==> config.mk <==
export PLATFORM = sky130hd
export DESIGN_NAME = spi_register_writer
export DESIGN_NICKNAME = d
export VERILOG_FILES = /design/src/rtl/synth_pkg.sv /design/src/rtl/spi_input_sync.sv /design/src/rtl/spi_register_writer.sv
export SDC_FILE = /design/constraint.sdc
export NUM_CORES = 1
export LEC_CHECK = 0
export BUFFER_PORTS_ARGS = -buffer_cell sky130_fd_sc_hd__buf_4
export CORE_ASPECT_RATIO = 1.75
export CORE_UTILIZATION = 51
export DETAILED_ROUTE_END_ITERATION = 7
export PLACE_DENSITY_LB_ADDON = 0.1
export SLEW_MARGIN = 10
export SYNTH_ARGS = -nofsm -noshare
export SYNTH_HDL_FRONTEND = slang
export SYNTH_SLANG_ARGS = --single-unit
==> constraint.sdc <==
create_clock -name i_Clock -period 1.9 [get_ports i_Clock]
set_input_delay 0.19 -clock i_Clock [delete_from_list [all_inputs] [get_ports i_Clock]]
set_output_delay 0.19 -clock i_Clock [all_outputs]
set_load 0.03 [all_outputs]
==> src/rtl/synth_pkg.sv <==
// Shared widths and types for the SPI register writer.
// The frame is the register number followed by the value, MSB first.
package synth_pkg;

  localparam int SPI_FRAME_BITS   = 24;
  localparam int REG_NUMBER_WIDTH = 16;
  localparam int REG_VALUE_WIDTH  = 8;
  localparam int SAMPLE_WIDTH     = 16;
  localparam int BIT_CNT_WIDTH    = 5;

  localparam logic [BIT_CNT_WIDTH-1:0] LAST_BIT_INDEX = BIT_CNT_WIDTH'(SPI_FRAME_BITS - 1);

  typedef enum logic [1:0] {
    S_FLUSH,
    S_IDLE,
    S_ACTIVE
  } spi_state_t;

endpackage

==> src/rtl/spi_input_sync.sv <==
// Multi-flop synchronizer for one asynchronous SPI pin.
// RESET_VALUE is the idle level of the pin, so reset does not fake an edge.
module spi_input_sync #(
  parameter int   STAGES      = 2,
  parameter logic RESET_VALUE = 1'b0
) (
  input  logic i_Clock,
  input  logic i_Reset,
  input  logic data_async,
  output logic data_sync
);

  logic [STAGES-1:0] sync_q;

  always_ff @(posedge i_Clock) begin
    if (i_Reset) begin
      sync_q <= {STAGES{RESET_VALUE}};
    end else begin
      sync_q <= {sync_q[STAGES-2:0], data_async};
    end
  end

  assign data_sync = sync_q[STAGES-1];

endmodule

==> src/rtl/spi_register_writer.sv <==
// SPI mode-0 slave: 24-bit frames become register writes, and the latest
// synth sample is shifted back on MISO during each frame.
//
// state    | meaning
// S_FLUSH  | after reset; wait for synchronizers to flush and CS_N to be seen high
// S_IDLE   | CS_N high; a low CS_N here is a genuine falling edge
// S_ACTIVE | CS_N low; SCK edges are qualified
module spi_register_writer
  import synth_pkg::*;
#(
  parameter int SYNC_STAGES = 2
) (
  input  logic                        i_Clock,
  input  logic                        i_Reset,
  input  logic                        i_SPI_SCK,
  input  logic                        i_SPI_CS_N,
  input  logic                        i_SPI_MOSI,
  output logic                        o_SPI_MISO,
  output logic                        o_RegisterWriteEnable,
  output logic [REG_NUMBER_WIDTH-1:0] o_RegisterNumber,
  output logic [REG_VALUE_WIDTH-1:0]  o_RegisterValue,
  input  logic signed [SAMPLE_WIDTH-1:0] i_Sample,
  input  logic                        i_SampleReady
);

  localparam int FLUSH_W = $clog2(SYNC_STAGES + 1);

  logic sck_sync, cs_n_sync, mosi_sync, sck_prev;
  logic sck_rise, sck_fall, rise_q, fall_q;
  logic frame_start, in_frame, frame_done;

  spi_state_t state, state_next;
  logic [FLUSH_W-1:0]        flush_cnt;
  logic [BIT_CNT_WIDTH-1:0]  bit_cnt;
  logic [SPI_FRAME_BITS-2:0] shift_in;
  logic [SPI_FRAME_BITS-1:0] frame_word;
  logic [SAMPLE_WIDTH-1:0]   latest_sample, miso_sr, load_value;
  logic                      hold_fall;

  spi_input_sync #(.STAGES(SYNC_STAGES), .RESET_VALUE(1'b0)) u_sync_sck (
    .i_Clock(i_Clock), .i_Reset(i_Reset), .data_async(i_SPI_SCK), .data_sync(sck_sync)
  );
  spi_input_sync #(.STAGES(SYNC_STAGES), .RESET_VALUE(1'b1)) u_sync_cs_n (
    .i_Clock(i_Clock), .i_Reset(i_Reset), .data_async(i_SPI_CS_N), .data_sync(cs_n_sync)
  );
  spi_input_sync #(.STAGES(SYNC_STAGES), .RESET_VALUE(1'b0)) u_sync_mosi (
    .i_Clock(i_Clock), .i_Reset(i_Reset), .data_async(i_SPI_MOSI), .data_sync(mosi_sync)
  );

  assign sck_rise   = sck_sync & ~sck_prev;
  assign sck_fall   = ~sck_sync & sck_prev;
  assign rise_q     = in_frame & sck_rise;
  assign fall_q     = in_frame & sck_fall;
  assign frame_done = rise_q && (bit_cnt == LAST_BIT_INDEX);
  assign frame_word = {shift_in, mosi_sync};
  assign load_value = i_SampleReady ? i_Sample : latest_sample;
  assign o_SPI_MISO = in_frame & miso_sr[SAMPLE_WIDTH-1];

  always_ff @(posedge i_Clock) begin
    if (i_Reset) begin
      state <= S_FLUSH;
    end else begin
      state <= state_next;
    end
  end

  always_comb begin
    state_next  = state;
    frame_start = 1'b0;
    in_frame    = 1'b0;
    case (state)
      S_FLUSH: begin
        if ((flush_cnt == '0) && cs_n_sync) state_next = S_IDLE;
      end
      S_IDLE: begin
        if (!cs_n_sync) begin
          state_next  = S_ACTIVE;
          frame_start = 1'b1;
        end
      end
      S_ACTIVE: begin
        if (cs_n_sync) state_next = S_IDLE;
        else           in_frame   = 1'b1;
      end
      default: state_next = S_FLUSH;
    endcase
  end

  // Reset presets the synchronizers; their contents are only trusted once flushed.
  always_ff @(posedge i_Clock) begin
    if (i_Reset) begin
      flush_cnt <= FLUSH_W'(SYNC_STAGES);
      sck_prev  <= 1'b0;
    end else begin
      sck_prev <= sck_sync;
      if (flush_cnt != '0) flush_cnt <= flush_cnt - 1'b1;
    end
  end

  always_ff @(posedge i_Clock) begin
    if (i_Reset) begin
      bit_cnt               <= '0;
      shift_in              <= '0;
      o_RegisterWriteEnable <= 1'b0;
      o_RegisterNumber      <= '0;
      o_RegisterValue       <= '0;
      latest_sample         <= '0;
      miso_sr               <= '0;
      hold_fall             <= 1'b0;
    end else begin
      o_RegisterWriteEnable <= frame_done;
      if (i_SampleReady) latest_sample <= i_Sample;

      if (!in_frame) begin
        bit_cnt <= '0;
      end else if (rise_q) begin
        shift_in <= frame_word[SPI_FRAME_BITS-2:0];
        bit_cnt  <= frame_done ? '0 : bit_cnt + 1'b1;
      end

      if (frame_done) begin
        o_RegisterNumber <= frame_word[SPI_FRAME_BITS-1:REG_VALUE_WIDTH];
        o_RegisterValue  <= frame_word[REG_VALUE_WIDTH-1:0];
      end

      // A boundary reload happens on a rise, so the fall that follows it must not shift.
      if (frame_start || frame_done) begin
        miso_sr   <= load_value;
        hold_fall <= frame_done;
      end else if (fall_q) begin
        if (hold_fall) hold_fall <= 1'b0;
        else           miso_sr   <= {miso_sr[SAMPLE_WIDTH-2:0], 1'b0};
      end
    end
  end

endmodule

# Yosys cells after proc, flatten, opt, wreduce, memory -nomap -nowiden
# Cells that the tools add are included.
# word_totals
inputBits,22
reg_bits,97
wordCells,56
# classes
n_mux,14
addsub,2
bitwise,8
n_reduce_logical,11
eq_ne,7
# op_table
op,n
2-to-1 mux 16 bit,4
2-to-1 mux 2 bit,3
one-hot mux 2 bit (3 select lines),1
"adder 5 x 1 -> 5 bit, second input constant",1
AND 1 bit,5
"== test 5 bit, second input constant",1
2-to-1 mux 1 bit,5
2-to-1 mux 5 bit,1
zero test 2 bit,2
"inequality test 2 x 1 -> 1 bit, second input constant",2
"inequality test 2 bit, second input constant",2
AND reduction 2 bit,2
nonzero test 2 bit,2
NOT 1 bit,3
AND reduction 3 bit,1
"== test 2 x 1 -> 1 bit, second input constant",1
"== test 2 bit, second input constant",1
logical AND 1 bit,2
OR reduction 2 bit,1
"subtractor 2 x 1 -> 2 bit, second input constant",1
logical OR 1 bit,1

# Longest topological paths before layout
# Gate-level depths: netlist (run 1).
# depth
depth_word,7
mapped_depth,7
mapped_depth_nobuf,5

# Hierarchy
# A second synthesis (run 1) with hierarchy kept.
# unflattened
cells_unflattened,419
hier_area_um2,3631.0
# by_module_without_submodules
mod,seq_area_each_um2,area_per_inst_um2,cells_per_inst,n_inst
spi_register_writer,1821.7,3473.3,407,1
spi_input_sync,40.0,52.6,4,3

# Worst setup path before layout (run 1)
# OpenSTA, ideal clock, no wires.
# synth_timing
path_kind,reg2reg
startpoint,register bit_cnt[0]
endpoint,register miso_sr[15]
n_path_buf,1
period_less_slack_ps,1832
t_required_ps,1780
slack_ps,68
setup_ps,120
t_arrival_ps,1712
stages_incl_launch_ff,7
cell_sequence,dfxtp_1 -> ha_1 -> and4b_1 -> a32oi_1 -> clkbuf_1 -> nor2_1 -> o31a_1
# synth_between
elab_chain_len,5
word_cells_on_any_way,7
classes_between,eq/ne: 2; mux: 1; reduce/logical: 4
# synth_rtl
element,line_no,source
from (decl),spi_register_writer.sv:34,logic [BIT_CNT_WIDTH-1:0] bit_cnt;
from (signal assigned),spi_register_writer.sv:118,bit_cnt <= frame_done ? '0 : bit_cnt + 1'b1;
== test 5 bit (*),spi_register_writer.sv:54,assign frame_done = rise_q && (bit_cnt == LAST_BIT_INDEX);
logical AND 1 bit (*),spi_register_writer.sv:54,
logical OR 1 bit (*),spi_register_writer.sv:127,if (frame_start || frame_done) begin
inequality test 2 x 1 -> 1 bit (no line) or nonzero test 2 bit (tied branches),--,
AND reduction 2 bit (no line),--,
to (signal assigned),spi_register_writer.sv:128,miso_sr <= load_value;
to (signal assigned),spi_register_writer.sv:132,"else miso_sr <= {miso_sr[SAMPLE_WIDTH-2:0], 1'b0};"
to (decl),spi_register_writer.sv:37,"logic [SAMPLE_WIDTH-1:0] latest_sample, miso_sr, load_value;"
# Every way passes the cells marked *; elsewhere a longest branch is shown, timed or not.
# A chain may end at the register's enable or synchronous reset.

# Worst setup path after layout (run 1)
# layout_timing
startpoint,register state[0]
endpoint,register miso_sr[6]
# layout_between
elab_chain_len,7
word_cells_on_any_way,12
classes_between,eq/ne: 3; mux: 3; bitwise: 2; reduce/logical: 4
# layout_rtl
element,line_no,source
from (decl),spi_register_writer.sv:32,"spi_state_t state, state_next;"
from (signal assigned),spi_register_writer.sv:63,state <= state_next;
== test 2 bit,spi_register_writer.sv:71,case (state)
2-to-1 mux 1 bit,spi_register_writer.sv:71,
AND 1 bit,spi_register_writer.sv:52,assign rise_q = in_frame & sck_rise;
logical AND 1 bit,spi_register_writer.sv:54,
logical OR 1 bit,spi_register_writer.sv:127,
inequality test 2 x 1 -> 1 bit (no line) or nonzero test 2 bit (tied branches),--,
AND reduction 2 bit (no line),--,
# Several ways; a longest one is shown, not always the timed one.

==> impl_metrics.json, run 1 <==
{
  "status": "finished clean",
  "die_h_um": 112,
  "path_max_fanout": 12,
  "num_antenna_cells": 0,
  "cp_data_required_time_ns": 2.15,
  "syn_area_per_cell_sq_um": 10.0,
  "die_x_um": 65.0,
  "nFillCells": 544,
  "cts_tree": "done",
  "place_hpwl_um": 4200,
  "hold_viol_final": 0,
  "yosys-top-cells-count": "dfxtp_1, nand2_1, mux2i_1",
  "synth_top_cell_area_share_pct": 54.8,
  "p_comb_share_pct": 6.4,
  "post_cts_buffers": 0,
  "cts_hold_buf": 0,
  "core_sq_um": 6640,
  "multi_input_area_sq_um": 1480,
  "p_leak_nw": 1.84,
  "syn-cell-area_sq_um": 3540,
  "cp-end-kind": "flop",
  "area_growth_syn_to_layout_pct": 22.8,
  "syn_nets": 378,
  "yosys_warnings": 0,
  "drt_drc_violations_left": 0,
  "rows": 39,
  "fin_nets": 425,
  "cell_internal_pwr_w": 0.00347,
  "worst_hold_slack_ns": 0.0294,
  "critPathMaxStageDelay_ns": 0.41,
  "die-area_sq_um": 7300,
  "finalSetupViolations": 0,
  "fin_crit_ns": 1.80,
  "clk_pin_slew_ns": 0.06,
  "max_freq_mhz": 555,
  "setup_ws_ns": 0.0979,
  "critPathKind": "flop to flop",
  "start_util_pct": 53.4,
  "worst_ir_drop_vdd_uv": 640,
  "ys_types": 40,
  "htree_levels": 3,
  "grt_start_max_net_pins": 38,
  "cts_buffers": 9,
  "ff_latch_area_sq_um": 1940,
  "p_per_area_nw_per_um2": 1000,
  "ys_seq_elements": 97,
  "clk_latency_ns": 0.34,
  "swShare_pct": 20.6,
  "gp_congestion": 0.736,
  "tns_ns": 0,
  "synthTopCellsByArea": "dfxtp_1, mux2i_1, a22o_1, nand2_1, a21oi_1",
  "io_buffers": 47,
  "ant_nets": 0,
  "clk_path_buf_depth": 2,
  "grt_pass1_vias": 2496,
  "routed_via_density": 5.26,
  "cts.sinks": 97,
  "pre_cts_slack_ns": 0.102,
  "syn_inst": 354,
  "drv_cap": 0,
  "pwr-share-clk_pct": 44.9,
  "rsz0062_at_grt": "no",
  "grt-ovfl-total": 0,
  "synthFlopType": "dfxtp_1",
  "routed_wl_um": 6250,
  "ys_seq_area_share_pct": 54.8,
  "worstMarginPinSlew_ns": 0.398,
  "slew_headroom_pct": 72.8,
  "crit_path_top_delay_cell": "or3_1",
  "firstDrtPassIters": 4,
  "final_max_slew_viol_count": 0,
  "yosysMostFrequentCell": "dfxtp_1",
  "num_vias": 2569,
  "clockRootBuffer": "clkbuf_16",
  "cts_resized": 0,
  "synthArstFlopShare_pct": 0,
  "drt_iter0_markers": 191,
  "antenna_found_initial": 0,
  "grt_pass1_wl_um": 10600,
  "synth_edf_count": 0,
  "startpoint_type": "flop",
  "drive_gt1_share_pct": 21.2,
  "path_cells": "or3b_1 -> or3_1 -> buf_4 -> mux2i_1 -> a211oi_1",
  "track_usage_pct": 18.8,
  "share_seq_of_total_power_pct": 48.7,
  "holdCritPathClass": "input port to flop",
  "synth_area_leader_cell": "dfxtp_1",
  "post-route-period-util_pct": 94.8,
  "clock_skew_ns": 0.00616,
  "io_pins": 48,
  "p_switching_w": 0.000897,
  "wl_per_cell_um": 12.8,
  "arrival_ns": 2.06
}
state kept, by name, summed over array words and instances (netlist names), 5 cells and up:
register,cells
o_RegisterNumber,16
o_RegisterValue,8
miso_sr,16
latest_sample,16
bit_cnt,5
shift_in,23
layout make-up:
class | instances | share of cell area (%)
Clock buffer | 12 | 5.89
Clock inverter | 4 | 1.72
Inverter | 5 | 0.431
Multi-Input combinational cell | 227 | 33.9
Sequential cell | 97 | 44.6
Tap cell | 82 | 2.36
Timing Repair Buffer | 61 | 11.1
kinds of logic (layout without fill, tap and decap cells):
family / count (synthesis) / after routing / share of synthesized area (%)
flip-flops: 97 / 97 / 54.8
AO/OA/AOI/OAI: 70 / 70 / 13.7
adder cells (fa/ha/maj): 2 / 2 / 0.706
AND/OR/NAND/NOR: 118 / 118 / 16.5
multiplexers: 34 / 34 / 9.64
XOR/XNOR: 3 / 3 / 0.742
buffers and inverters: 30 / 82 / 3.92
metrics by stage:
step                power (W)  util (%)  area (sq um)  std cells
floorplan             0.00238         -          3540        354
global placement      0.00244      60.5          4020        472
detailed placement    0.00245      60.5          4020        472
CTS                   0.00440      65.5          4350        488
global route          0.00454      65.6          4350        488
finish                0.00436      65.6          4350        488
cells in the final DEF, fill, tap and decap left out, types with 3 or more instances in the layout:
cell type / Yosys / layout
nand2_1: 49 / 49
mux2i_1: 33 / 33
buf_4: 0 / 59
dfxtp_1: 97 / 97
or2_2: 3 / 3
clkbuf_16: 0 / 9
nor2b_1: 21 / 21
a21oi_1: 27 / 27
a22o_1: 23 / 23
nand3_1: 4 / 4
nor2_1: 24 / 24
a211oi_1: 14 / 13
inv_1: 5 / 5
worst max-delay path, delay by kind of cell, from the launching register on:
kind                   cells  cell delay, ns
and+or+nand+nor            2            0.81
muxes                      1            0.13
buffers and inverters      1            0.22
DFF                        1            0.31
AOI/OAI and AO/OA          1            0.25
power groups by stage:
stage               logic [W]  registers [W]  clock network [W]
floorplan            0.000211        0.00216                  0
global placement     0.000275        0.00217                  0
detailed placement   0.000282        0.00217                  0
CTS                  0.000284        0.00212            0.00199
global route         0.000315        0.00213            0.00209
finish               0.000280        0.00212            0.00196
routing by layer:
| metal | routed length (um) | track usage, % |
|---|---|---|
| met3 | 214 | 4.98 |
| met1 | 2640 | 19.5 |
| met2 | 3240 | 33.4 |
| met4 | 152 | 10.1 |
| met5 | 0 | 0 |
worst paths after layout:
path | from | to | slack (ns) | cells past startpoint
setup reg to reg | state[0] | miso_sr[6] | 0.1 | 5
hold / removal | i_SPI_CS_N | u_sync_cs_n.sync_q[0] | 0.03 | 2
hold reg to reg | u_sync_cs_n.sync_q[0] | u_sync_cs_n.sync_q[1] | 0.42 | 1
setup / recovery | state[0] | miso_sr[6] | 0.1 | 5
Power figures use the tool's default switching activity.
==> run 2: changes to the inputs <==
--- a/config.mk
+++ b/config.mk
@@ -7,8 +7,9 @@
 export LEC_CHECK = 0
 export BUFFER_PORTS_ARGS = -buffer_cell sky130_fd_sc_hd__buf_4
 export CORE_ASPECT_RATIO = 1.75
-export CORE_UTILIZATION = 51
+export CORE_UTILIZATION = 52
 export DETAILED_ROUTE_END_ITERATION = 7
+export MAX_ROUTING_LAYER = met4
 export PLACE_DENSITY_LB_ADDON = 0.1
 export SLEW_MARGIN = 10
 export SYNTH_ARGS = -nofsm -noshare
==> constraint.sdc (replaced) <==
create_clock -name i_Clock -period 1.8 [get_ports i_Clock]
set_input_delay 0.18 -clock i_Clock [delete_from_list [all_inputs] [get_ports i_Clock]]
set_output_delay 0.18 -clock i_Clock [all_outputs]
set_load 0.03 [all_outputs]
==> run 2 against run 1 <==
Net effect:
- wire length up 2.0%
- critical path depth down 1
- hold slack better by 0.0011 ns
- register-to-register slack about the same
- first-iteration DRC count down 17%
- sequential share of layout area down 0.43 points
- die area down 1.9%
- total power up 4.6%
- cell area up 1.0%
- via count down 0.23%
- critical endpoint is now o_SPI_MISO
- largest cell class unchanged
- largest power group unchanged
==> impl_metrics.json, run 2 (same netlist as run 1, synthesis figures left out) <==
{
  "status": "finished clean",
  "track_usage_pct": 19.8,
  "critPathKind": "flop to primary output",
  "io_buffers": 47,
  "min_to": "u_sync_cs_n.sync_q[0]",
  "gp_congestion": 0.770,
  "top_register": "shift_in",
  "area_growth_syn_to_layout_pct": 24.1,
  "post-route-util_pct": 67.3,
  "arrival_ns": 1.54,
  "clockRootBuffer": "clkbuf_16",
  "clk_pin_slew_ns": 0.06,
  "worstMarginPinSlew_ns": 0.392,
  "cp-end-kind": "primary output",
  "antenna_found_initial": 0,
  "p_per_area_nw_per_um2": 1040,
  "routed_wl_um": 6370,
  "cp_data_required_time_ns": 1.62,
  "clock_skew_ns": 0.00727,
  "start_util_pct": 54.2,
  "largest_reg_flops": 23,
  "fin_nets": 427,
  "rsz0062_at_grt": "yes",
  "holdPathStages": 2,
  "ant_nets": 0,
  "num_vias": 2563,
  "drv_cap": 0,
  "num_antenna_cells": 0,
  "max_freq_mhz": 580,
  "drt_iter0_markers": 158,
  "hold_viol_final": 0,
  "cts.sinks": 97,
  "die_x_um": 64.4,
  "hold_start": "i_SPI_CS_N",
  "r2r_slack_ns": 0.10,
  "finalSetupViolations": 0,
  "core_sq_um": 6540,
  "r2r-end": "o_RegisterNumber[3]",
  "clk_path_buf_depth": 2,
  "place_hpwl_um": 4220,
  "slew_headroom_pct": 73.2,
  "reg2regPathDepth": 6,
  "fin_crit_ns": 1.72,
  "cts_tree": "done",
  "grt_start_max_net_pins": 39,
  "io_pins": 48,
  "final_max_slew_viol_count": 0,
  "die-area_sq_um": 7160,
  "cts_buffers": 9,
  "path_max_fanout": 7,
  "final_common_cell": "dfxtp_1",
  "grt_pass1_wl_um": 10700,
  "cts_hold_buf": 0,
  "clk_latency_ns": 0.34,
  "die_h_um": 111,
  "fin_area_sq_um": 4400,
  "worst_ir_drop_vdd_uv": 687,
  "routed_via_density": 5.23,
  "placed_area_sq_um": 4010,
  "nFillCells": 528,
  "rows": 39,
  "post-route-period-util_pct": 95.7,
  "drt_drc_violations_left": 0,
  "pre_cts_slack_ns": 0.00278,
  "holdCritPathClass": "input port to flop",
  "htree_levels": 3,
  "grt_pass1_vias": 2471,
  "grt-ovfl-total": 0,
  "worstReg2RegStart": "state[0]",
  "p_leak_nw": 1.86,
  "setup_ws_ns": 0.0767,
  "firstDrtPassIters": 4,
  "worst_hold_slack_ns": 0.0304,
  "wl_per_cell_um": 13.0,
  "startpoint_type": "flop",
  "drive_gt1_share_pct": 22.3,
  "final_cell_mix": "dfxtp_1, buf_4, nand2_1, mux2i_1, a21oi_1"
}
==> run 2: changes by cell type in the layout (fill, tap and decap cells not counted), sizes merged <==
cell and delta:
clkbuf -2, buf +1, clkinvlp -2, clkinv +4, inv +1
==> run 2: routing by layer <==
layer | routed length (um) | vias up | GRT usage [%]
li1 | - | 1314 | -
met3 | 190 | 11 | 4.63
met2 | 3300 | 44 | 33.5
met1 | 2750 | 1194 | 20.9
met4 | 132 | 0 | 10.7
met5 | 0 | - | -
==> run 2: report_power, final <==
group          internal (W)  leakage, nW  total [W]  switching, W
logic              0.000157        0.915   0.000307      0.000150
clock network       0.00122        0.160    0.00202      0.000801
registers           0.00222        0.787    0.00224     0.0000269
==> run 2: worst max-delay path by stage <==
| stage | to | slack (ns) | cells past startpoint | from |
|---|---|---|---|---|
| floorplan | miso_sr[15] | 0.01 | 6 | state[0] |
| global placement | miso_sr[0] | 0.009 | 6 | bit_cnt[0] |
| detailed placement | miso_sr[0] | 0.003 | 6 | bit_cnt[0] |
| CTS | miso_sr[3] | 0.02 | 6 | bit_cnt[0] |
| global route | miso_sr[0] | -0.005 | 6 | state[0] |
| finish | o_SPI_MISO | 0.08 | 4 | state[0] |
==> run 2: layout make-up <==
cell class | count | area [sq um] | area share (%)
Clock inverter | 7 | 92.6 | 2.11
Clock buffer | 9 | 225 | 5.12
Tap cell | 82 | 103 | 2.33
Inverter | 5 | 18.8 | 0.427
Multi-Input combinational cell | 227 | 1490 | 33.8
Sequential cell | 97 | 1940 | 44.2
Timing Repair Buffer | 63 | 528 | 12.0
==> run 2: repair_timing <==
| action | CTS | global route |
|---|---|---|
| gates cloned | 0 | 1 |
| buffers inserted | 0 | 4 |
| resized for setup | 2 | 3 |
| pin swaps | 0 | 2 |
| setup endpoints to repair | 11 | 41 |
==> run 2: per-stage QoR <==
stage	TNS [ns]	std cells	power (W)
2_1_floorplan	0	354	0.00251
3_3_place_gp	0	469	0.00258
3_5_place_dp	0	469	0.00259
4_1_cts	0	485	0.00460
5_1_grt	-0.00903	490	0.00474
6_report	0	490	0.00457
==> run 2: critical path, stage by stage, from the launching register on <==
cell     delay [ns]
dfxtp_1        0.31
buf_4          0.15
nor3b_4        0.36
and2_1         0.21
buf_4          0.16
